<file path="src/rtl/hub_arbiter.sv">
// hub_arbiter: shared repeat-bus arbiter for a three-port hub.
// Grants the bus round-robin to an armed requesting port, watches the owner's
// frame for a clean end, a collision or a jabber overrun, then runs a jam
// burst and/or an inter-frame gap before arbitrating again. All outputs are
// registered.

module hub_arbiter #(
  parameter int JAM_CYCLES = 4,
  parameter int GAP_CYCLES = 12,
  parameter int MAX_FRAME  = 1518
) (
  input  logic       clk,
  input  logic       reset,
  input  logic [2:0] req,
  output logic [2:0] grant,
  output logic       bus_busy,
  output logic       collision,
  output logic       jabber,
  output logic       jam,
  output logic       frame_done
);

  // Byte counter must hold MAX_FRAME itself without wrapping.
  localparam int CNT_W   = $clog2(MAX_FRAME + 1);
  // One timer serves both JAM and GAP; it only needs to reach the longer one minus 1.
  localparam int TMR_MAX = (JAM_CYCLES > GAP_CYCLES) ? JAM_CYCLES : GAP_CYCLES;
  localparam int TMR_W   = (TMR_MAX > 1) ? $clog2(TMR_MAX) : 1;

  typedef enum logic [1:0] {
    ST_IDLE  = 2'd0,
    ST_GRANT = 2'd1,
    ST_JAM   = 2'd2,
    ST_GAP   = 2'd3
  } state_t;

  state_t           state_r, state_next;
  logic [2:0]       grant_r, grant_next;
  logic             bus_busy_r, bus_busy_next;
  logic             collision_r, collision_next;
  logic             jabber_r, jabber_next;
  logic             jam_r, jam_next;
  logic             frame_done_r, frame_done_next;
  logic [CNT_W-1:0] byte_cnt_r, byte_cnt_next;
  logic [TMR_W-1:0] tmr_r, tmr_next;
  logic [1:0]       last_grant_r, last_grant_next;
  logic [2:0]       armed_r, armed_next;

  logic [2:0]       eligible_s;
  logic [2:0]       pick_s;
  logic [2:0]       disarm_s;
  logic             owner_req_s;
  logic             other_req_s;

  // Round-robin pick: search starts at the port after the last granted one.
  function automatic logic [2:0] rr_pick(input logic [2:0] elig, input logic [1:0] last);
    logic [2:0] res;
    res = 3'b000;
    case (last)
      2'd0: begin
        if (elig[1])      res = 3'b010;
        else if (elig[2]) res = 3'b100;
        else if (elig[0]) res = 3'b001;
        else              res = 3'b000;
      end
      2'd1: begin
        if (elig[2])      res = 3'b100;
        else if (elig[0]) res = 3'b001;
        else if (elig[1]) res = 3'b010;
        else              res = 3'b000;
      end
      default: begin
        if (elig[0])      res = 3'b001;
        else if (elig[1]) res = 3'b010;
        else if (elig[2]) res = 3'b100;
        else              res = 3'b000;
      end
    endcase
    return res;
  endfunction

  // One-hot grant to port index (0 = port1).
  function automatic logic [1:0] onehot_idx(input logic [2:0] oh);
    logic [1:0] idx;
    case (oh)
      3'b010:  idx = 2'd1;
      3'b100:  idx = 2'd2;
      default: idx = 2'd0;
    endcase
    return idx;
  endfunction

  assign eligible_s  = armed_r & req;
  assign pick_s      = rr_pick(eligible_s, last_grant_r);
  assign owner_req_s = |(req & grant_r);
  assign other_req_s = |(req & ~grant_r);

  // Next-state, next-output and arming logic for the arbiter FSM.
  always_comb begin
    state_next      = state_r;
    grant_next      = grant_r;
    bus_busy_next   = bus_busy_r;
    collision_next  = 1'b0;
    jabber_next     = 1'b0;
    jam_next        = jam_r;
    frame_done_next = 1'b0;
    byte_cnt_next   = byte_cnt_r;
    tmr_next        = tmr_r;
    last_grant_next = last_grant_r;
    disarm_s        = 3'b000;

    case (state_r)
      ST_IDLE: begin
        if (|eligible_s) begin
          grant_next      = pick_s;
          last_grant_next = onehot_idx(pick_s);
          disarm_s        = pick_s;
          byte_cnt_next   = {CNT_W{1'b0}};
          bus_busy_next   = 1'b1;
          state_next      = ST_GRANT;
        end else begin
          grant_next    = 3'b000;
          bus_busy_next = 1'b0;
        end
      end

      ST_GRANT: begin
        if (!owner_req_s) begin
          // Owner dropped: clean end, even if another port rose this cycle.
          frame_done_next = 1'b1;
          grant_next      = 3'b000;
          tmr_next        = {TMR_W{1'b0}};
          state_next      = ST_GAP;
        end else begin
          byte_cnt_next = byte_cnt_r + {{(CNT_W-1){1'b0}}, 1'b1};
          if (byte_cnt_r == CNT_W'(MAX_FRAME - 1)) begin
            // Jabber wins over a simultaneous collision.
            jabber_next = 1'b1;
            grant_next  = 3'b000;
            jam_next    = 1'b1;
            disarm_s    = req;
            tmr_next    = {TMR_W{1'b0}};
            state_next  = ST_JAM;
          end else if (other_req_s) begin
            collision_next = 1'b1;
            grant_next     = 3'b000;
            jam_next       = 1'b1;
            disarm_s       = req;
            tmr_next       = {TMR_W{1'b0}};
            state_next     = ST_JAM;
          end else begin
            state_next = ST_GRANT;
          end
        end
      end

      ST_JAM: begin
        if (tmr_r == TMR_W'(JAM_CYCLES - 1)) begin
          jam_next   = 1'b0;
          tmr_next   = {TMR_W{1'b0}};
          state_next = ST_GAP;
        end else begin
          tmr_next = tmr_r + {{(TMR_W-1){1'b0}}, 1'b1};
        end
      end

      ST_GAP: begin
        if (tmr_r == TMR_W'(GAP_CYCLES - 1)) begin
          bus_busy_next = 1'b0;
          tmr_next      = {TMR_W{1'b0}};
          state_next    = ST_IDLE;
        end else begin
          tmr_next = tmr_r + {{(TMR_W-1){1'b0}}, 1'b1};
        end
      end

      default: begin
        state_next    = ST_IDLE;
        grant_next    = 3'b000;
        bus_busy_next = 1'b0;
        jam_next      = 1'b0;
      end
    endcase

    // A port arms whenever it is seen idle; granting or colliding disarms it.
    armed_next = (armed_r | ~req) & ~disarm_s;
  end

  // State and registered-output flops; reset aborts any frame with no pulses.
  always_ff @(posedge clk or negedge reset) begin
    if (!reset) begin
      state_r      <= ST_IDLE;
      grant_r      <= 3'b000;
      bus_busy_r   <= 1'b0;
      collision_r  <= 1'b0;
      jabber_r     <= 1'b0;
      jam_r        <= 1'b0;
      frame_done_r <= 1'b0;
      byte_cnt_r   <= {CNT_W{1'b0}};
      tmr_r        <= {TMR_W{1'b0}};
      last_grant_r <= 2'd2;
      armed_r      <= 3'b000;
    end else begin
      state_r      <= state_next;
      grant_r      <= grant_next;
      bus_busy_r   <= bus_busy_next;
      collision_r  <= collision_next;
      jabber_r     <= jabber_next;
      jam_r        <= jam_next;
      frame_done_r <= frame_done_next;
      byte_cnt_r   <= byte_cnt_next;
      tmr_r        <= tmr_next;
      last_grant_r <= last_grant_next;
      armed_r      <= armed_next;
    end
  end

  assign grant      = grant_r;
  assign bus_busy   = bus_busy_r;
  assign collision  = collision_r;
  assign jabber     = jabber_r;
  assign jam        = jam_r;
  assign frame_done = frame_done_r;

endmodule

</file>
<file path="config.mk">
export PLATFORM = sky130hd
export DESIGN_NAME = hub_arbiter
export DESIGN_NICKNAME = d
export VERILOG_FILES = /design/src/rtl/hub_arbiter.sv
export SDC_FILE = /design/constraint.sdc
export NUM_CORES = 1
export LEC_CHECK = 0
export CELL_PAD_IN_SITES_DETAIL_PLACEMENT = 1
export CELL_PAD_IN_SITES_GLOBAL_PLACEMENT = 2
export CORE_MARGIN = 5
export CORE_UTILIZATION = 36
export CTS_CLUSTER_DIAMETER = 150
export DETAILED_ROUTE_END_ITERATION = 6
export HOLD_SLACK_MARGIN = 0.12
export PLACE_DENSITY_LB_ADDON = 0.08
export SETUP_SLACK_MARGIN = 0.05
export SYNTH_ARGS = -nofsm -noshare
export SYNTH_HDL_FRONTEND = slang
export SYNTH_SLANG_ARGS = --single-unit
</file>
<file path="constraint.sdc">
create_clock -name clk -period 2.45 [get_ports clk]
set_input_delay 0.245 -clock clk [delete_from_list [all_inputs] [get_ports clk]]
set_output_delay 0.245 -clock clk [all_outputs]
set_load 0.005 [all_outputs]
</file>
-- Word-level counts from Yosys, hierarchy flattened
Cells that the tools add are included.
- bitwise gates (word level): 8
- reduce and logical (&&, ||, !) cells: 16
- mux-type cells: 53
- equality and inequality tests: 15
- add/sub/neg operators: 2
- operator list (operator ; count):
    3-bit two-way mux ; 13
    11-bit two-way mux ; 2
    11-bit case mux with 2 select lines ; 1
    4-bit two-way mux ; 5
    3-bit case mux with 2 select lines ; 3
    1-bit two-way mux ; 16
    2-bit two-way mux ; 8
    3-bit AND ; 4
    4-bit case mux with 3 select lines ; 1
    11-bit by 1-bit adder with 11-bit output (second input constant) ; 1
    11-bit == test (second input constant) ; 1
    3-bit NOT ; 3
    3-bit OR reduction ; 3
    2-bit inequality test (second input constant) ; 4
    2-bit case mux with 4 select lines ; 1
    2-bit AND reduction ; 4
    3-bit AND reduction ; 2
    2-bit nonzero test ; 3
    4-bit by 1-bit adder with 4-bit output (second input constant) ; 1
    2-bit by 1-bit == test with 1-bit output (second input constant) ; 2
    2-bit == test (second input constant) ; 2
    4-bit by 2-bit == test with 1-bit output (second input constant) ; 1
    4-bit == test (second input constant) ; 1
    2-bit logical NOT ; 2
    other kinds (9) ; 10
- flip-flop bits (word level): 30
- logic and storage cells: 105
- input bits: 5
- output and inout port bits: 8

-- Longest topological paths before layout
Gate-level depths: netlist (run 1).
- depth after elaboration: 9
- mapped depth: 7
- depth with buffers taken out: 6

-- Worst setup path before layout (run 1)
No wires, ideal clock.
- path type: register to register
- start point: register grant_r[0], in the netlist grant[0]
- end point: register byte_cnt_r[4]
- required time: 2.320 ns
- stages on the path, launching flop included: 6
- path slack: 0.689 ns
- arrival: 1.631 ns
- path through: dfrtp_1 -> a222oi_1 -> mux2_2 -> buf_4 -> or4_1 -> a21oi_1
- cells in the longest elaborated chain, start to end: 4
- RTL lines (item ; line ; RTL):
    from (decl) ; 37 ; logic [2:0] grant_r, grant_next;
    from (signal assigned) ; 204 ; grant_r <= grant_next;
    3-bit AND ; 94 ; assign owner_req_s = |(req & grant_r);
    3-bit OR reduction ; 94 ;
    2-bit inequality test (no source line) ; -- ;
    3-bit AND reduction (no source line) ; -- ;
    to (signal assigned) ; 198 ; byte_cnt_r <= {CNT_W{1'b0}};
    to (signal assigned) ; 210 ; byte_cnt_r <= byte_cnt_next;
    to (decl) ; 43 ; logic [CNT_W-1:0] byte_cnt_r, byte_cnt_next;
No other way between the ends.
A chain may end at the register's enable or synchronous reset.

-- Worst setup path after layout (run 1)
- start point: input port req[2]
- end point: register byte_cnt_r[10]
- cells in the longest elaborated chain, start to end: 4
- elaborated cells between the ends (all ways): 7
- classes of those cells: eq/ne: 2; bitwise: 2; reduce/logical: 3
- RTL lines (item ; line ; RTL):
    from (decl) ; 14 ; input logic [2:0] req,
    3-bit AND (on tied branches) ; 94, 92 ;
    3-bit OR reduction (on tied branches) ; 94, 113 ;
    2-bit inequality test (no source line) ; -- ;
    3-bit AND reduction (no source line) (*) ; -- ;
Mark *: on every way between the ends. The rest lies on a longest branch, timed or not.

==> results of run 1 <==
[worst register-to-register path: stages (launching register included)]
cell and delay [ns]:
dfrtp_1 0.44, inv_1 0.11, ha_1 0.17, nand4_1 0.08, or4_1 0.58, a21oi_1 0.42
o21ai_0 0.17
[worst max-delay path by stage]
stage / cells past startpoint / end / startpoint / slack [ns]
floorplan: 5 / byte_cnt_r[4] / grant[0] / 0.69
global placement: 5 / byte_cnt_r[10] / req[2] / 0.14
detailed placement: 5 / byte_cnt_r[10] / req[2] / 0.05
CTS: 6 / armed_r[2] / byte_cnt_r[1] / 0.26
global route: 6 / armed_r[2] / byte_cnt_r[1] / 0.17
finish: 5 / byte_cnt_r[10] / req[2] / 0.32
[flip-flops by register name (all words and copies together), names as in the netlist, named ones only]
register and count:
state_r 1, grant 3, frame_done 1, armed_r 3, bus_busy 1, jam 1
collision 1, byte_cnt_r 11, jabber 1, tmr_r 4, last_grant_r 2
[logic make-up (layout without fill, tap and decap cells)]
logic type,after synthesis,count (layout),synth area share (%)
xor+xnor,2,2,1.09
compound gates,47,47,19.3
mux,2,2,1.33
flops,30,30,47.0
simple gates,74,74,25.8
buf+inv,12,32,3.13
fa+ha+maj,3,3,2.35
[stage by stage]
step | instances | cell area (um2)
5_1_grt | 242 | 1910
2_1_floorplan | 170 | 1600
6_report | 242 | 1910
3_5_place_dp | 234 | 1800
4_1_cts | 242 | 1910
3_3_place_gp | 234 | 1800
[routing by layer]
metal	GRT usage [%]	up-vias
li1	-	677
met1	18.7	716
met2	27.8	14
met3	3.63	4
met4	4.90	0
met5	0	-
[cell usage in the layout (no fill, tap or decap), types with 3 or more instances in the layout]
cell,n
a21oi_1,10
and3_1,4
buf_4,6
clkbuf_8,8
clkdlybuf4s50_1,12
dfrtp_1,29
ha_1,3
inv_1,6
nand2_1,18
nand2b_1,5
nand3_1,7
nand4_1,3
nor2_1,6
nor2b_1,6
nor3_1,5
nor4_1,3
o21ai_0,11
o22ai_1,3
o31ai_1,3
o41ai_1,3
or2_2,3
[layout make-up]
cell class | instances | area [um2]
Inverter | 6 | 22.5
Clock buffer | 8 | 110
Tap cell | 52 | 65.1
Sequential cell | 30 | 752
Timing Repair Buffer | 18 | 165
Fill cell | 516 | 2410
Multi-Input combinational cell | 128 | 798
[power by group through the flow]
| stage | logic [mW] | clock network, mW | registers [mW] |
|---|---|---|---|
| final | 0.616 | 0.464 | 0.736 |
| after detailed placement | 0.624 | 0 | 0.743 |
| after floorplan | 0.399 | 0 | 0.715 |
| after global placement | 0.606 | 0 | 0.738 |
| after CTS | 0.628 | 0.480 | 0.736 |
| after global routing | 0.688 | 0.513 | 0.756 |
==> results.sh, run 1 <==
export IMPL_outcome="completed"
export IMPL_critPathKind="in -> reg"
export IMPL_dr_wl_met3_um=99
export IMPL_clkTransAtPathRegs_ns=0.06
export IMPL_grt_total_usage_pct=15.8
export IMPL_p_sw_uw=641
export IMPL_async_flop_share_pct=100
export IMPL_synth_edff_count=0
export IMPL_holdBufCountCts=0
export IMPL_power_total_mw=1.82
export IMPL_dr_max_layer_used="met4"
export IMPL_slew_headroom_pct=48.5
export IMPL_rr_startpoint="byte_cnt_r[1]"
export IMPL_drt_total_wl_mm=4.37
export IMPL_dp_hpwl_mm=3.26
export IMPL_final_core_util_pct=44.2
export IMPL_drt_pre_antenna_iters=4
export IMPL_num_rows=24
export IMPL_ys_types=49
export IMPL_clkPwrFrac_pct=25.6
export IMPL_tightest_slew_ns=0.772
export IMPL_clockRootBuffer="clkbuf_8"
export IMPL_cts_setup_buffers=0
export IMPL_pin_count=13
export IMPL_synthFlopType="dfrtp_1"
export IMPL_fp_coreArea_um2=4320
export IMPL_crit_family="simple AND/OR/NAND/NOR gates"
export IMPL_drv_cap=0
export IMPL_cellPowerDensity_nw_per_um2=950
export IMPL_synth_most_common_cell="dfrtp_1"
export IMPL_grt_max_degree=31
export IMPL_cts_sinks=30
export IMPL_end_kind="flip-flop"
export IMPL_netlist_top_cells_count="dfrtp_1 (29), nand2_1 (18), o21ai_0 (11)"
export IMPL_power_leakage_nw=0.799
export IMPL_drive_gt1_share_pct=11.1
export IMPL_grt_pass1_vias=1527
export IMPL_fin_hold_ws_ns=0.352
export IMPL_routedWlPerCell_um=18.0
export IMPL_htreeDepth=2
export IMPL_crit_path_start_kind="input port"
export IMPL_antennaDiodeCount=0
export IMPL_gr_total_overflow=0
export IMPL_skew_ns=0.00627
export IMPL_insertion_delay_ns=0.28
export IMPL_nets=197
export IMPL_synth_top_area_share_pct=45.3
export IMPL_synth_area_leaders="dfrtp_1 (45%), nand2_1 (4.2%), o21ai_0 (3.4%), a21oi_1 (3.1%), ha_1 (2.3%)"
export IMPL_cp_slowest_stage_delay_ns=0.67
export IMPL_die_height_um=76.7
export IMPL_yosysWarnings=0
export IMPL_critPathBufInv=1
export IMPL_required_ns=2.65
export IMPL_synth_top_cell_by_area="dfrtp_1"
export IMPL_r2r_slack_ns=0.33
export IMPL_p_int_mw=1.18
export IMPL_seq_area_frac_synth_pct=47.0
export IMPL_die_area_um2=5880
export IMPL_ant_nets=0
export IMPL_reg2reg_depth=6
export IMPL_initial_utilization_pct=37.0
export IMPL_drc=0
export IMPL_syn_avg_cell_area_um2=9.41
export IMPL_r2r_end="armed_r[2]"
export IMPL_cp_max_fo=11
export IMPL_syn_cell_area_um2=1600
export IMPL_ys_ff_latch=30
export IMPL_portBuffers=12
export IMPL_clock_tree_buffer_depth=2
export IMPL_wl_met1_mm=1.91
export IMPL_drt_iter0_drc=63
export IMPL_die_w_um=76.7
export IMPL_final_max_slew_violation_count=0
export IMPL_final_hold_violation_count=0
export IMPL_rsz0062_at_grt="false"
export IMPL_antenna_found_initial=0
export IMPL_irDropWorstVdd_mv=0.531
export IMPL_hold_class="in -> async"
export IMPL_setup_viol=0
export IMPL_post_drt_via_cell_ratio=5.83
export IMPL_max_freq_ghz=0.471
export IMPL_cts_repair_resized=0
export IMPL_setup_slack_ns=0.325
export IMPL_combPwrFrac_pct=33.9
export IMPL_cts_tree="built"
export IMPL_swShare_pct=35.3
export IMPL_cp_arrival_ns=2.32
export IMPL_pre_cts_ws_ns=0.0533
export IMPL_crit_chain="clkdlybuf4s50_1 > a222oi_1 > mux2_2 > or4b_2 > a21oi_1"
export IMPL_syn_num_nets=178
export IMPL_synth_cells=170
export IMPL_cpMaxStageDelayCell="or4b_2"
export IMPL_cts_buffers=5
export IMPL_grt_first_pass_wirelength_mm=7.54
export IMPL_area_growth_pct=19.5
export IMPL_vias=1411
export IMPL_final_min_clock_period_ns=2.13
export IMPL_finalCritPeriodShare_pct=86.8
export IMPL_sequentialPowerShare_pct=40.5
export IMPL_gp_congestion=0.812
export IMPL_tns_ns=0
export IMPL_wl_met2_mm=2.32
Note: power is estimated with default switching activity, not from simulation.
==> run 2, diff against run 1 <==
--- a/config.mk
+++ b/config.mk
@@ -8,7 +8,7 @@
 export CELL_PAD_IN_SITES_DETAIL_PLACEMENT = 1
 export CELL_PAD_IN_SITES_GLOBAL_PLACEMENT = 2
 export CORE_MARGIN = 5
-export CORE_UTILIZATION = 36
+export CORE_UTILIZATION = 39
 export CTS_CLUSTER_DIAMETER = 150
 export DETAILED_ROUTE_END_ITERATION = 6
 export HOLD_SLACK_MARGIN = 0.12
==> constraint.sdc (replaced) <==
create_clock -name clk -period 2.7 [get_ports clk]
set_input_delay 0.27 -clock clk [delete_from_list [all_inputs] [get_ports clk]]
set_output_delay 0.27 -clock clk [all_outputs]
set_load 0.005 [all_outputs]
==> results.sh, run 2 (synthesis results as in run 1) <==
export IMPL_post_drt_via_cell_ratio=6.00
export IMPL_clkPwrFrac_pct=23.2
export IMPL_antennaDiodeCount=0
export IMPL_vias=1434
export IMPL_gr_total_overflow=0
export IMPL_cts_tree="built"
export IMPL_drt_total_wl_mm=4.31
export IMPL_max_freq_ghz=0.462
export IMPL_r2r_end="armed_r[2]"
export IMPL_rsz0062_at_grt="false"
export IMPL_rr_startpoint="byte_cnt_r[1]"
export IMPL_top_regs="byte_cnt_r x11, tmr_r x4"
export IMPL_power_leakage_nw=0.781
export IMPL_cellPowerDensity_nw_per_um2=847
export IMPL_end_kind="flip-flop"
export IMPL_insertion_delay_ns=0.28
export IMPL_final_cell_mix="dfrtp_1 (29), nand2_1 (18), clkdlybuf4s50_1 (12), o21ai_0 (11), a21oi_1 (10)"
export IMPL_cp_depth=5
export IMPL_drc=0
export IMPL_combPwrFrac_pct=34.5
export IMPL_skew_ns=0.00706
export IMPL_grtUsageMet3_pct=4.73
export IMPL_grt_total_usage_pct=17.9
export IMPL_critPathKind="in -> reg"
export IMPL_tightest_slew_ns=0.822
export IMPL_clockRootBuffer="clkbuf_8"
export IMPL_final_min_clock_period_ns=2.16
export IMPL_cts_repair_resized=0
export IMPL_hold_class="in -> async"
export IMPL_die_area_um2=5480
export IMPL_p_int_mw=1.02
export IMPL_setup_viol=0
export IMPL_gp_congestion=0.835
export IMPL_grt_max_degree=31
export IMPL_clock_tree_buffer_depth=2
export IMPL_routedWlPerCell_um=18.1
export IMPL_grt_pass1_vias=1606
export IMPL_crit_family="simple AND/OR/NAND/NOR gates"
export IMPL_tns_ns=0
export IMPL_irDropWorstVdd_mv=0.384
export IMPL_nets=196
export IMPL_grt_met1_usage_pct=21.2
export IMPL_drv_cap=0
export IMPL_drt_pre_antenna_iters=4
export IMPL_holdBufCountCts=0
export IMPL_critPathLaunch="req[2]"
export IMPL_antenna_found_initial=0
export IMPL_cts_buffers=5
export IMPL_p_sw_uw=579
export IMPL_final_common_cell="dfrtp_1"
export IMPL_num_rows=23
export IMPL_cp_max_fo=7
export IMPL_crit_path_start_kind="input port"
export IMPL_crit_chain="clkdlybuf4s50_1 > a222oi_1 > nor2_2 > or4b_1 > nand2_1"
export IMPL_drt_iter0_drc=56
export IMPL_top_register="byte_cnt_r"
export IMPL_ant_nets=0
export IMPL_final_hold_violation_count=0
export IMPL_outcome="completed"
export IMPL_required_ns=2.92
export IMPL_reg2reg_depth=6
export IMPL_final_max_slew_violation_count=0
export IMPL_cpMaxStageDelayCell="a222oi_1"
export IMPL_htreeDepth=2
export IMPL_finalCritPeriodShare_pct=80.1
export IMPL_cp_slowest_stage_delay_ns=0.80
export IMPL_initial_utilization_pct=40.0
export IMPL_cp_endpoint="byte_cnt_r[8]"
export IMPL_cp_arrival_ns=2.38
export IMPL_slew_headroom_pct=45.2
export IMPL_area_growth_pct=17.7
export IMPL_pin_count=13
export IMPL_cts_sinks=30
export IMPL_dp_hpwl_mm=3.19
export IMPL_portBuffers=12
export IMPL_largest_reg_flops=11
export IMPL_fillers=454
export IMPL_cts_setup_buffers=0
export IMPL_fp_coreArea_um2=4000
export IMPL_grt_first_pass_wirelength_mm=7.47
export IMPL_swShare_pct=36.3
export IMPL_drive_gt1_share_pct=9.52
export IMPL_die_height_um=74.1
export IMPL_final_core_util_pct=47.1
export IMPL_r2r_slack_ns=0.54
export IMPL_sequentialPowerShare_pct=42.4
export IMPL_die_w_um=74.1
export IMPL_grt_util_met2_pct=31.2
export IMPL_clkTransAtPathRegs_ns=0.06
export IMPL_gr_max_usage_layer="met2"
export IMPL_critPathBufInv=1
run 2: power by group through the flow:
stage	combinational, mW	clock (mW)	sequential (mW)
2_1_floorplan	0.362	0	0.649
3_3_place_gp	0.536	0	0.673
3_5_place_dp	0.556	0	0.680
4_1_cts	0.559	0.384	0.673
5_1_grt	0.621	0.409	0.695
6_report	0.550	0.369	0.675
run 2: area by class of cell:
| type | count | area, um2 | area share, % |
|---|---|---|---|
| Tap cell | 50 | 62.6 | 3.32 |
| Multi-Input combinational cell | 128 | 798 | 42.4 |
| Sequential cell | 30 | 752 | 39.9 |
| Inverter | 6 | 22.5 | 1.20 |
| Clock buffer | 8 | 90.1 | 4.78 |
| Timing Repair Buffer | 17 | 158 | 8.37 |
run 2: worst min path at each step:
| stage | startpoint | to | slack, ns |
|---|---|---|---|
| floorplan | reset | asynchronous set/reset pin | -0.03 |
| global placement | jam | jam | 0.46 |
| detailed placement | jam | jam | 0.47 |
| CTS | reset | byte_cnt_r[4] | 0.39 |
| global route | reset | byte_cnt_r[8] | 0.42 |
| finish | reset | byte_cnt_r[4] | 0.38 |
run 2: routing by layer:
metal	vias to the layer above	part of all wire, %
met5	-	0
li1	677	-
met4	0	1.5
met3	8	2.9
met2	21	53
met1	728	43
run 2: per-stage QoR:
step                instance area (um2)  hold WS [ns]  power, mW  instances  setup slack [ns]
global placement                   1790         0.463       1.21        231             0.336
detailed placement                 1790         0.471       1.24        231             0.287
floorplan                          1600       -0.0256       1.01        170             0.939
finish                             1880         0.382       1.59        239             0.537
global route                       1880         0.415       1.72        239             0.420
CTS                                1880         0.393       1.62        239             0.560
